$ cat src/rtl/ex_mem_latch.sv
// ex_mem_latch
// EX/MEM pipeline register plus the architectural Z/V/N flag register.
// Sits directly after the ALU compute stage: registers the ALU address,
// result and EX control bits for the memory stage, commits flags with an
// opcode-dependent write mask, resolves branch conditions from the
// committed flags, and latches a sticky halt once HLT is captured.
//
// Ports:
//   clk, rst            clock, asynchronous active-high reset
//   stall               hold every register this cycle (wins over flush)
//   flush               turn the incoming EX instruction into a bubble
//   ex_valid            EX slot holds a real instruction
//   ex_opcode[3:0]      EX opcode (4'b1111 = HLT)
//   ex_addr[15:0]       ALU memory address
//   ex_result[15:0]     ALU result / store data
//   ex_flag[2:0]        raw ALU flags {N, V, Z}
//   ex_rd[3:0]          destination register
//   ex_reg_write, ex_mem_read, ex_mem_write   EX control bits
//   br_cond[2:0]        branch condition code from decode
//   mem_*               registered copies for the memory stage
//   flags[2:0]          committed flags {N, V, Z}
//   br_taken            combinational branch decision from flags
//   halted              sticky halt, cleared only by rst
module ex_mem_latch (
  input  logic        clk,
  input  logic        rst,
  input  logic        stall,
  input  logic        flush,
  input  logic        ex_valid,
  input  logic [3:0]  ex_opcode,
  input  logic [15:0] ex_addr,
  input  logic [15:0] ex_result,
  input  logic [2:0]  ex_flag,
  input  logic [3:0]  ex_rd,
  input  logic        ex_reg_write,
  input  logic        ex_mem_read,
  input  logic        ex_mem_write,
  input  logic [2:0]  br_cond,
  output logic        mem_valid,
  output logic        mem_reg_write,
  output logic        mem_mem_read,
  output logic        mem_mem_write,
  output logic        mem_halt,
  output logic [3:0]  mem_opcode,
  output logic [3:0]  mem_rd,
  output logic [15:0] mem_addr,
  output logic [15:0] mem_result,
  output logic [2:0]  flags,
  output logic        br_taken,
  output logic        halted
);

  localparam logic [3:0] OP_ADD = 4'b0000;
  localparam logic [3:0] OP_SUB = 4'b0001;
  localparam logic [3:0] OP_XOR = 4'b0011;
  localparam logic [3:0] OP_SLL = 4'b0100;
  localparam logic [3:0] OP_SRA = 4'b0101;
  localparam logic [3:0] OP_ROR = 4'b0110;
  localparam logic [3:0] OP_HLT = 4'b1111;

  // Branch resolution on committed flags {N, V, Z}.
  function automatic logic branch_eval(input logic [2:0] f, input logic [2:0] cond);
    logic z, v, n;
    z = f[0];
    v = f[1];
    n = f[2];
    case (cond)
      3'b000:  branch_eval = !z;
      3'b001:  branch_eval = z;
      3'b010:  branch_eval = !z && !n;
      3'b011:  branch_eval = n;
      3'b100:  branch_eval = z || (!z && !n);
      3'b101:  branch_eval = n || z;
      3'b110:  branch_eval = v;
      default: branch_eval = 1'b1;
    endcase
  endfunction

  logic        mem_valid_q,     mem_valid_d;
  logic        mem_reg_write_q, mem_reg_write_d;
  logic        mem_mem_read_q,  mem_mem_read_d;
  logic        mem_mem_write_q, mem_mem_write_d;
  logic        mem_halt_q,      mem_halt_d;
  logic [3:0]  mem_opcode_q,    mem_opcode_d;
  logic [3:0]  mem_rd_q,        mem_rd_d;
  logic [15:0] mem_addr_q,      mem_addr_d;
  logic [15:0] mem_result_q,    mem_result_d;
  logic [2:0]  flags_q,         flags_d;
  logic        halted_q,        halted_d;
  logic        cap;

  // A real, unflushed instruction while not halted; stall is handled by
  // simply not loading the registers at all.
  assign cap = !stall && !flush && ex_valid && !halted_q;

  always_comb begin
    // Default: hold everything (covers stall).
    mem_valid_d     = mem_valid_q;
    mem_reg_write_d = mem_reg_write_q;
    mem_mem_read_d  = mem_mem_read_q;
    mem_mem_write_d = mem_mem_write_q;
    mem_halt_d      = mem_halt_q;
    mem_opcode_d    = mem_opcode_q;
    mem_rd_d        = mem_rd_q;
    mem_addr_d      = mem_addr_q;
    mem_result_d    = mem_result_q;
    flags_d         = flags_q;
    halted_d        = halted_q;

    if (!stall) begin
      if (cap) begin
        mem_valid_d     = 1'b1;
        mem_reg_write_d = ex_reg_write;
        mem_mem_read_d  = ex_mem_read;
        mem_mem_write_d = ex_mem_write;
        mem_halt_d      = (ex_opcode == OP_HLT);
        mem_opcode_d    = ex_opcode;
        mem_rd_d        = ex_rd;
        mem_addr_d      = ex_addr;
        mem_result_d    = ex_result;
        if (ex_opcode == OP_HLT) halted_d = 1'b1;

        // ADD/SUB commit all three flags; logic/shift ops commit Z only.
        case (ex_opcode)
          OP_ADD, OP_SUB:                 flags_d    = ex_flag;
          OP_XOR, OP_SLL, OP_SRA, OP_ROR: flags_d[0] = ex_flag[0];
          default:                        flags_d    = flags_q;
        endcase
      end else begin
        // Bubble: data fields are zeroed too, not just the valid bit.
        mem_valid_d     = 1'b0;
        mem_reg_write_d = 1'b0;
        mem_mem_read_d  = 1'b0;
        mem_mem_write_d = 1'b0;
        mem_halt_d      = 1'b0;
        mem_opcode_d    = 4'd0;
        mem_rd_d        = 4'd0;
        mem_addr_d      = 16'd0;
        mem_result_d    = 16'd0;
      end
    end
  end

  always_ff @(posedge clk or posedge rst) begin
    if (rst) begin
      mem_valid_q     <= 1'b0;
      mem_reg_write_q <= 1'b0;
      mem_mem_read_q  <= 1'b0;
      mem_mem_write_q <= 1'b0;
      mem_halt_q      <= 1'b0;
      mem_opcode_q    <= 4'd0;
      mem_rd_q        <= 4'd0;
      mem_addr_q      <= 16'd0;
      mem_result_q    <= 16'd0;
      flags_q         <= 3'b000;
      halted_q        <= 1'b0;
    end else begin
      mem_valid_q     <= mem_valid_d;
      mem_reg_write_q <= mem_reg_write_d;
      mem_mem_read_q  <= mem_mem_read_d;
      mem_mem_write_q <= mem_mem_write_d;
      mem_halt_q      <= mem_halt_d;
      mem_opcode_q    <= mem_opcode_d;
      mem_rd_q        <= mem_rd_d;
      mem_addr_q      <= mem_addr_d;
      mem_result_q    <= mem_result_d;
      flags_q         <= flags_d;
      halted_q        <= halted_d;
    end
  end

  assign mem_valid     = mem_valid_q;
  assign mem_reg_write = mem_reg_write_q;
  assign mem_mem_read  = mem_mem_read_q;
  assign mem_mem_write = mem_mem_write_q;
  assign mem_halt      = mem_halt_q;
  assign mem_opcode    = mem_opcode_q;
  assign mem_rd        = mem_rd_q;
  assign mem_addr      = mem_addr_q;
  assign mem_result    = mem_result_q;
  assign flags         = flags_q;
  assign halted        = halted_q;
  assign br_taken      = branch_eval(flags_q, br_cond);

endmodule

$ cat config.mk
export PLATFORM = sky130hd
export DESIGN_NAME = ex_mem_latch
export DESIGN_NICKNAME = d
export VERILOG_FILES = /design/src/rtl/ex_mem_latch.sv
export SDC_FILE = /design/constraint.sdc
export NUM_CORES = 1
export LEC_CHECK = 0
export BUFFER_PORTS_ARGS = -buffer_cell sky130_fd_sc_hd__clkbuf_2
export CORE_UTILIZATION = 47
export DETAILED_ROUTE_END_ITERATION = 10
export HOLD_SLACK_MARGIN = 0.12
export PLACE_DENSITY_LB_ADDON = 0.15
export SLEW_MARGIN = 20
export SYNTH_ARGS = -nofsm -noshare
export SYNTH_HDL_FRONTEND = slang
export SYNTH_SLANG_ARGS = --single-unit
$ cat constraint.sdc
create_clock -name clk -period 3.3 [get_ports clk]
set_input_delay 0.66 -clock clk [delete_from_list [all_inputs] [get_ports clk]]
set_output_delay 0.66 -clock clk [all_outputs]
set_load 0.03 [all_outputs]
Word-level counts from Yosys, hierarchy flattened

Cells that the tools add are included.

Add/sub/neg operators: 0
Multiply operators: 0
Div/mod/pow operators: 0
$lt $le $gt $ge: 0
Equal/unequal tests: 12
Shift operators: 0
Muxes and demuxes: 10
Bitwise logic cells: 1
Reduce and logical (&&, ||, !) cells: 18

Operator list:

| operator                                                              | number |
|---|---|
| 16-bit 2-to-1 mux                                                     | 2 |
| 4-bit by 3-bit equality test with 1-bit output, second input constant | 3 |
| 3-bit equality test, second input constant                            | 3 |
| 3-bit AND reduction                                                   | 3 |
| 4-bit 2-to-1 mux                                                      | 2 |
| 1-bit one-hot mux with 7 select lines                                 | 1 |
| 3-bit by 2-bit equality test with 1-bit output, second input constant | 2 |
| 6-bit OR reduction                                                    | 1 |
| 1-bit zero test                                                       | 5 |
| 1-bit 2-to-1 mux                                                      | 5 |
| 4-bit by 1-bit equality test with 1-bit output, second input constant | 1 |
| 4-bit by 2-bit equality test with 1-bit output, second input constant | 1 |
| 4-bit equality test, second input constant                            | 1 |
| 1-bit logical AND                                                     | 4 |
| 4-bit zero test                                                       | 1 |
| 3-bit by 1-bit equality test with 1-bit output, second input constant | 1 |
| 3-bit zero test                                                       | 1 |
| 1-bit logical OR                                                      | 2 |
| 2-bit OR reduction                                                    | 1 |
| 1-bit inverter                                                        | 1 |

Bits in registers: 49
Bits in latches: 0
Memory bits (writable): 0
ROM bits: 0
Input port bits: 54
Output and inout bits: 50
Logic and storage cells: 53
Memories: 0

Longest topological paths before layout

Depth after elaboration: 5
Depth in mapped cells: 4
Mapped depth without buffers: 3

Worst setup path after synthesis

No wires, ideal clock.

Kind: input-to-output
From: in br_cond[1]
To: out br_taken
Arrival time: 1.587 ns
Data required time: 2.640 ns
Setup slack: 1.053 ns
Stages: 3
Buffers on the path: 0
Cell sequence: nand4bb_1 -> a41oi_1 -> nor3_1

Longest elaborated chain between the ends: 2
Elaborated cells on any way between the ends: 8
Those cells by class: 6 x eq/ne; 1 x mux; 1 x reduce/logical

RTL lines:

| what                                              | RTL line | text |
|---|---|---|
| start: declaration                                | 38       | `input logic [2:0] br_cond,` |
| 3-bit equality test, or another cell as far along | 67       | `case (cond)` |
| 1-bit one-hot mux with 7 select lines *           | 67       |  |
| end: declaration                                  | 49       | `output logic br_taken,` |

Every way passes the cells marked *; elsewhere a longest branch is shown, timed or not.

Worst setup path in the final report

Ends and elaborated chain as after synthesis.

==> report_table.html <==
<table>
<tr><th>Metric</th><th>Value</th></tr>
<tr><th colspan="2">Floorplanning</th></tr>
<tr><td>Y dimension of the die</td><td>65.0 um</td></tr>
<tr><td>Area of the placeable core</td><td>3740 um^2</td></tr>
<tr><td>Initial Util</td><td>0.499</td></tr>
<tr><td>Number of ports placed on the die boundary</td><td>104</td></tr>
<tr><td>Die span in x</td><td>65.0 um</td></tr>
<tr><td>Number of core rows</td><td>22</td></tr>
<tr><td>Total Die Area</td><td>4230 um^2</td></tr>
<tr><th colspan="2">Clocking</th></tr>
<tr><td>Clock Latency Late Sink</td><td>0.29 ns</td></tr>
<tr><td>Max Root-Sink Buffers</td><td>2</td></tr>
<tr><td>Postcts setup bufs</td><td>0</td></tr>
<tr><td>Worst-path clk slew</td><td>0.08 ns</td></tr>
<tr><td>Number of clock buffers inserted by TritonCTS</td><td>5</td></tr>
<tr><td>CTS Sinks</td><td>49</td></tr>
<tr><td>Number of instances resized during post-cts repair</td><td>0</td></tr>
<tr><td>Count of H-tree levels built during CTS</td><td>2</td></tr>
<tr><td>TritonCTS clock tree</td><td>yes</td></tr>
<tr><td>Clock root buffer</td><td>sky130_fd_sc_hd__clkbuf_8</td></tr>
<tr><td>Number of hold buffers added after cts</td><td>0</td></tr>
<tr><th colspan="2">Timing</th></tr>
<tr><td>Portion of the clock cycle consumed by the worst path in the final layout</td><td>0.678</td></tr>
<tr><td>Final sum of negative setup slack</td><td>0 ns</td></tr>
<tr><td>Endpoints failing setup</td><td>0</td></tr>
<tr><td>Final-report hold violation count</td><td>0</td></tr>
<tr><td>Max frequency</td><td>447 MHz</td></tr>
<tr><td>Slew at the pin with the worst max-slew slack</td><td>0.971 ns</td></tr>
<tr><td>Final Max Slew Viols</td><td>0</td></tr>
<tr><td>Worst clock skew on the final layout</td><td>0.00620 ns</td></tr>
<tr><td>RSZ-0062 raised after global routing</td><td>false</td></tr>
<tr><td>Worst rel slew slack</td><td>0.352</td></tr>
<tr><td>Minimum clock period after layout</td><td>2.24 ns</td></tr>
<tr><th colspan="2">Global route</th></tr>
<tr><td>Global router's overall resource usage</td><td>0.194</td></tr>
<tr><td>Number of antenna violations at the first check in global routing</td><td>0</td></tr>
<tr><td>Wire length of the first global-routing pass</td><td>6200 um</td></tr>
<tr><td>Global-route congestion overflow total</td><td>0</td></tr>
<tr><td>Maximum number of pins on one net before global-route repair</td><td>50</td></tr>
<tr><td>Vias in the first global route</td><td>1415</td></tr>
<tr><th colspan="2">Finish</th></tr>
<tr><td>Number of standard cells in the final layout excluding fillers</td><td>279</td></tr>
<tr><td># diodes</td><td>0</td></tr>
<tr><td>Share of final-layout standard cells stronger than drive strength 1</td><td>0.511</td></tr>
<tr><td>Number of fill cells in the layout</td><td>294</td></tr>
<tr><td>Area added between synthesis and finish</td><td>36.1%</td></tr>
<tr><td>Final layout net count</td><td>284</td></tr>
<tr><th colspan="2">Drt</th></tr>
<tr><td>Violation count after the first detailed-routing iteration</td><td>70</td></tr>
<tr><td>Via density per instance</td><td>5.30</td></tr>
<tr><td>Drc violations</td><td>0</td></tr>
<tr><td>Remaining number of nets flagged by the antenna check after routing</td><td>0</td></tr>
<tr><td>Top routing layer in use</td><td>met4</td></tr>
<tr><td>Routed length on met3</td><td>256 um</td></tr>
<tr><td>Avg WL per Cell</td><td>14.3 um</td></tr>
<tr><td>Detailed-route via count</td><td>1479</td></tr>
<tr><td>First-pass DRT Iterations</td><td>4</td></tr>
<tr><td>Total length of routed met2 wires</td><td>2020 um</td></tr>
<tr><td>Met1 wire length</td><td>1680 um</td></tr>
<tr><td>Final routed wirelength across all metal layers</td><td>4000 um</td></tr>
<tr><th colspan="2">Pwr</th></tr>
<tr><td>Net switching share of the total power</td><td>0.274</td></tr>
<tr><td>VDD IR-drop max</td><td>0.000253 V</td></tr>
<tr><td>Net switching power figure</td><td>0.000370 W</td></tr>
<tr><td>Internal power</td><td>0.000980 W</td></tr>
<tr><td>P per Cell Area</td><td>531 nW/um^2</td></tr>
<tr><td>Static Leakage</td><td>1.41 nW</td></tr>
<tr><td>Sequential power share</td><td>0.497</td></tr>
<tr><td>Power share of the clock group</td><td>0.314</td></tr>
<tr><td>Combinational fraction of design power</td><td>0.188</td></tr>
<tr><th colspan="2">Setup path</th></tr>
<tr><td>Worst R2R End</td><td>flags[0]</td></tr>
<tr><td>Nature of the critical path startpoint</td><td>primary input</td></tr>
<tr><td>Endpoint class of the critical path</td><td>output port</td></tr>
<tr><td>Data arrival at the endpoint of the critical path</td><td>1.58 ns</td></tr>
<tr><td>Required arrival time at the worst endpoint</td><td>2.64 ns</td></tr>
<tr><td>Kind of critical path</td><td>in -&gt; out</td></tr>
<tr><td>R2r startpoint</td><td>halted</td></tr>
<tr><td>Worst Path Max Fanout</td><td>5</td></tr>
<tr><td>Capturing element of the worst setup path</td><td>br_taken</td></tr>
<tr><td>Critical path startpoint</td><td>br_cond[1]</td></tr>
<tr><td>R2R Setup Slk</td><td>1.62 ns</td></tr>
<tr><td>Worst reg2reg path depth</td><td>3</td></tr>
<tr><th colspan="2">Logic synthesis</th></tr>
<tr><td>Mapped Cells</td><td>126</td></tr>
<tr><td>Total of warnings raised by yosys</td><td>0</td></tr>
<tr><td>Post-Syn Nets</td><td>180</td></tr>
<tr><td>Ranking of synthesized cells by area</td><td>sky130_fd_sc_hd__dfrtp_1, sky130_fd_sc_hd__a22o_1, sky130_fd_sc_hd__mux2_1</td></tr>
<tr><td>Top cell type by total area after synthesis</td><td>sky130_fd_sc_hd__dfrtp_1</td></tr>
<tr><td>Synth cell count leaders</td><td>sky130_fd_sc_hd__dfrtp_1, sky130_fd_sc_hd__a22o_1, sky130_fd_sc_hd__buf_2</td></tr>
<tr><td>Portion of the post-synthesis area used by sequential elements</td><td>0.657</td></tr>
<tr><td>Most frequently used flop master after synthesis</td><td>sky130_fd_sc_hd__dfrtp_1</td></tr>
<tr><td>Share of the synthesized area in the top cell type</td><td>0.657</td></tr>
<tr><td>Synth async-reset ratio</td><td>1.00</td></tr>
<tr><td>Average size of a mapped cell</td><td>14.8 um^2</td></tr>
<tr><td>Most frequent cell after synthesis</td><td>sky130_fd_sc_hd__dfrtp_1</td></tr>
<tr><td>#FFs+latches synth</td><td>49</td></tr>
<tr><td>Unique cell type count in the Yosys netlist</td><td>22</td></tr>
<tr><td>Cell area after technology mapping</td><td>1870 um^2</td></tr>
<tr><td>Number of synthesized flops with an enable pin</td><td>0</td></tr>
<tr><th colspan="2">Placement</th></tr>
<tr><td>Routability-driven placement congestion ratio</td><td>0.713</td></tr>
<tr><td>Number of cells in the design after placement</td><td>271</td></tr>
<tr><td>Port-buffer cells</td><td>103</td></tr>
<tr><td>Final HPWL DP</td><td>2910 um</td></tr>
<tr><th colspan="2">Run</th></tr>
<tr><td>Max-cap viol count</td><td>0</td></tr>
<tr><th colspan="2">Status</th></tr>
<tr><td>Status</td><td>completed</td></tr>
<tr><th colspan="2">Min path</th></tr>
<tr><td>Class of the tightest hold or removal check</td><td>reg -&gt; reg</td></tr>
</table>
-- placed cells by master, fill, tap and decap left out, drive strengths merged, types with 2 or more instances in the layout --
master,n
clkbuf,110
dfrtp,49
a22o,43
nand2,4
mux2,3
buf,3
nand2b,2
nand3b,2
-- state kept, by name (all words and copies together), names as in the netlist --
name,flops
mem_rd,4
mem_addr,16
mem_halt,1
mem_mem_read,1
mem_mem_write,1
mem_valid,1
mem_reg_write,1
halted,1
mem_opcode,4
flags,3
mem_result,16
-- stage by stage --
step | total power [W] | setup WS [ns] | hold WS, ns | cell area, um^2 | utilization
final | 0.00135 | 1.06 | 0.491 | 2540 | 0.679
after global routing | 0.00141 | 1.01 | 0.525 | 2540 | 0.679
after CTS | 0.00137 | 1.07 | 0.499 | 2540 | 0.679
after detailed placement | 0.000940 | 1.07 | 0.479 | 2420 | 0.648
after global placement | 0.000931 | 1.11 | 0.481 | 2420 | 0.648
after floorplan | 0.000841 | 1.05 | 0.662 | 1870 | -
-- power by group through the flow --
stage / Sequential, W / Combinational, W / Clock [W]
CTS: 0.000672 / 0.000257 / 0.000437
floorplan: 0.000761 / 0.0000801 / 0
detailed placement: 0.000683 / 0.000257 / 0
global route: 0.000678 / 0.000270 / 0.000457
global placement: 0.000680 / 0.000251 / 0
finish: 0.000672 / 0.000254 / 0.000425
-- worst max-delay path, cell delays in order --
cell and delay (ns):
sky130_fd_sc_hd__clkbuf_2 0.12, sky130_fd_sc_hd__maj3_1 0.36, sky130_fd_sc_hd__nor3b_1 0.19, sky130_fd_sc_hd__nor3_1 0.06
sky130_fd_sc_hd__clkbuf_2 0.19
-- layout make-up --
| cell class | count | area, um^2 | area share |
|---|---|---|---|
| clock inverters | 1 | 30.0 | 0.0118 |
| multi-input cells | 67 | 597 | 0.235 |
| clock buffers | 7 | 86.3 | 0.0340 |
| well taps | 48 | 60.1 | 0.0236 |
| inverters | 1 | 3.75 | 0.00148 |
| repair buffers | 106 | 538 | 0.212 |
| flip-flops and latches | 49 | 1230 | 0.483 |
-- per-layer routing --
layer	vias to the layer above	global-route usage
met5	-	0
met4	0	0.0571
met3	5	0.0599
met2	59	0.341
met1	724	0.227
li1	691	-
-- cell families (layout without fill, tap and decap cells) --
kind of cell | Yosys count | in the layout | share of synthesized area
flip-flops | 49 | 49 | 0.657
XOR/XNOR | 1 | 1 | 0.00469
buffers and inverters | 10 | 115 | 0.0235
adder cells (fa/ha/maj) | 1 | 1 | 0.00536
AO/OA/AOI/OAI | 45 | 45 | 0.213
AND/OR/NAND/NOR | 17 | 17 | 0.0784
multiplexers | 3 | 3 | 0.0181
-- how the worst min path moves through the flow --
stage,startpoint,endpoint,slack [ns],cells after the start
after floorplan,mem_halt,mem_halt,0.66,2
after global placement,mem_halt,mem_halt,0.48,2
after detailed placement,mem_valid,mem_valid,0.48,2
after CTS,mem_valid,mem_valid,0.50,2
after global routing,mem_addr[1],mem_addr[1],0.52,1
final,mem_valid,mem_valid,0.49,2
Power figures use the tool's default switching activity.
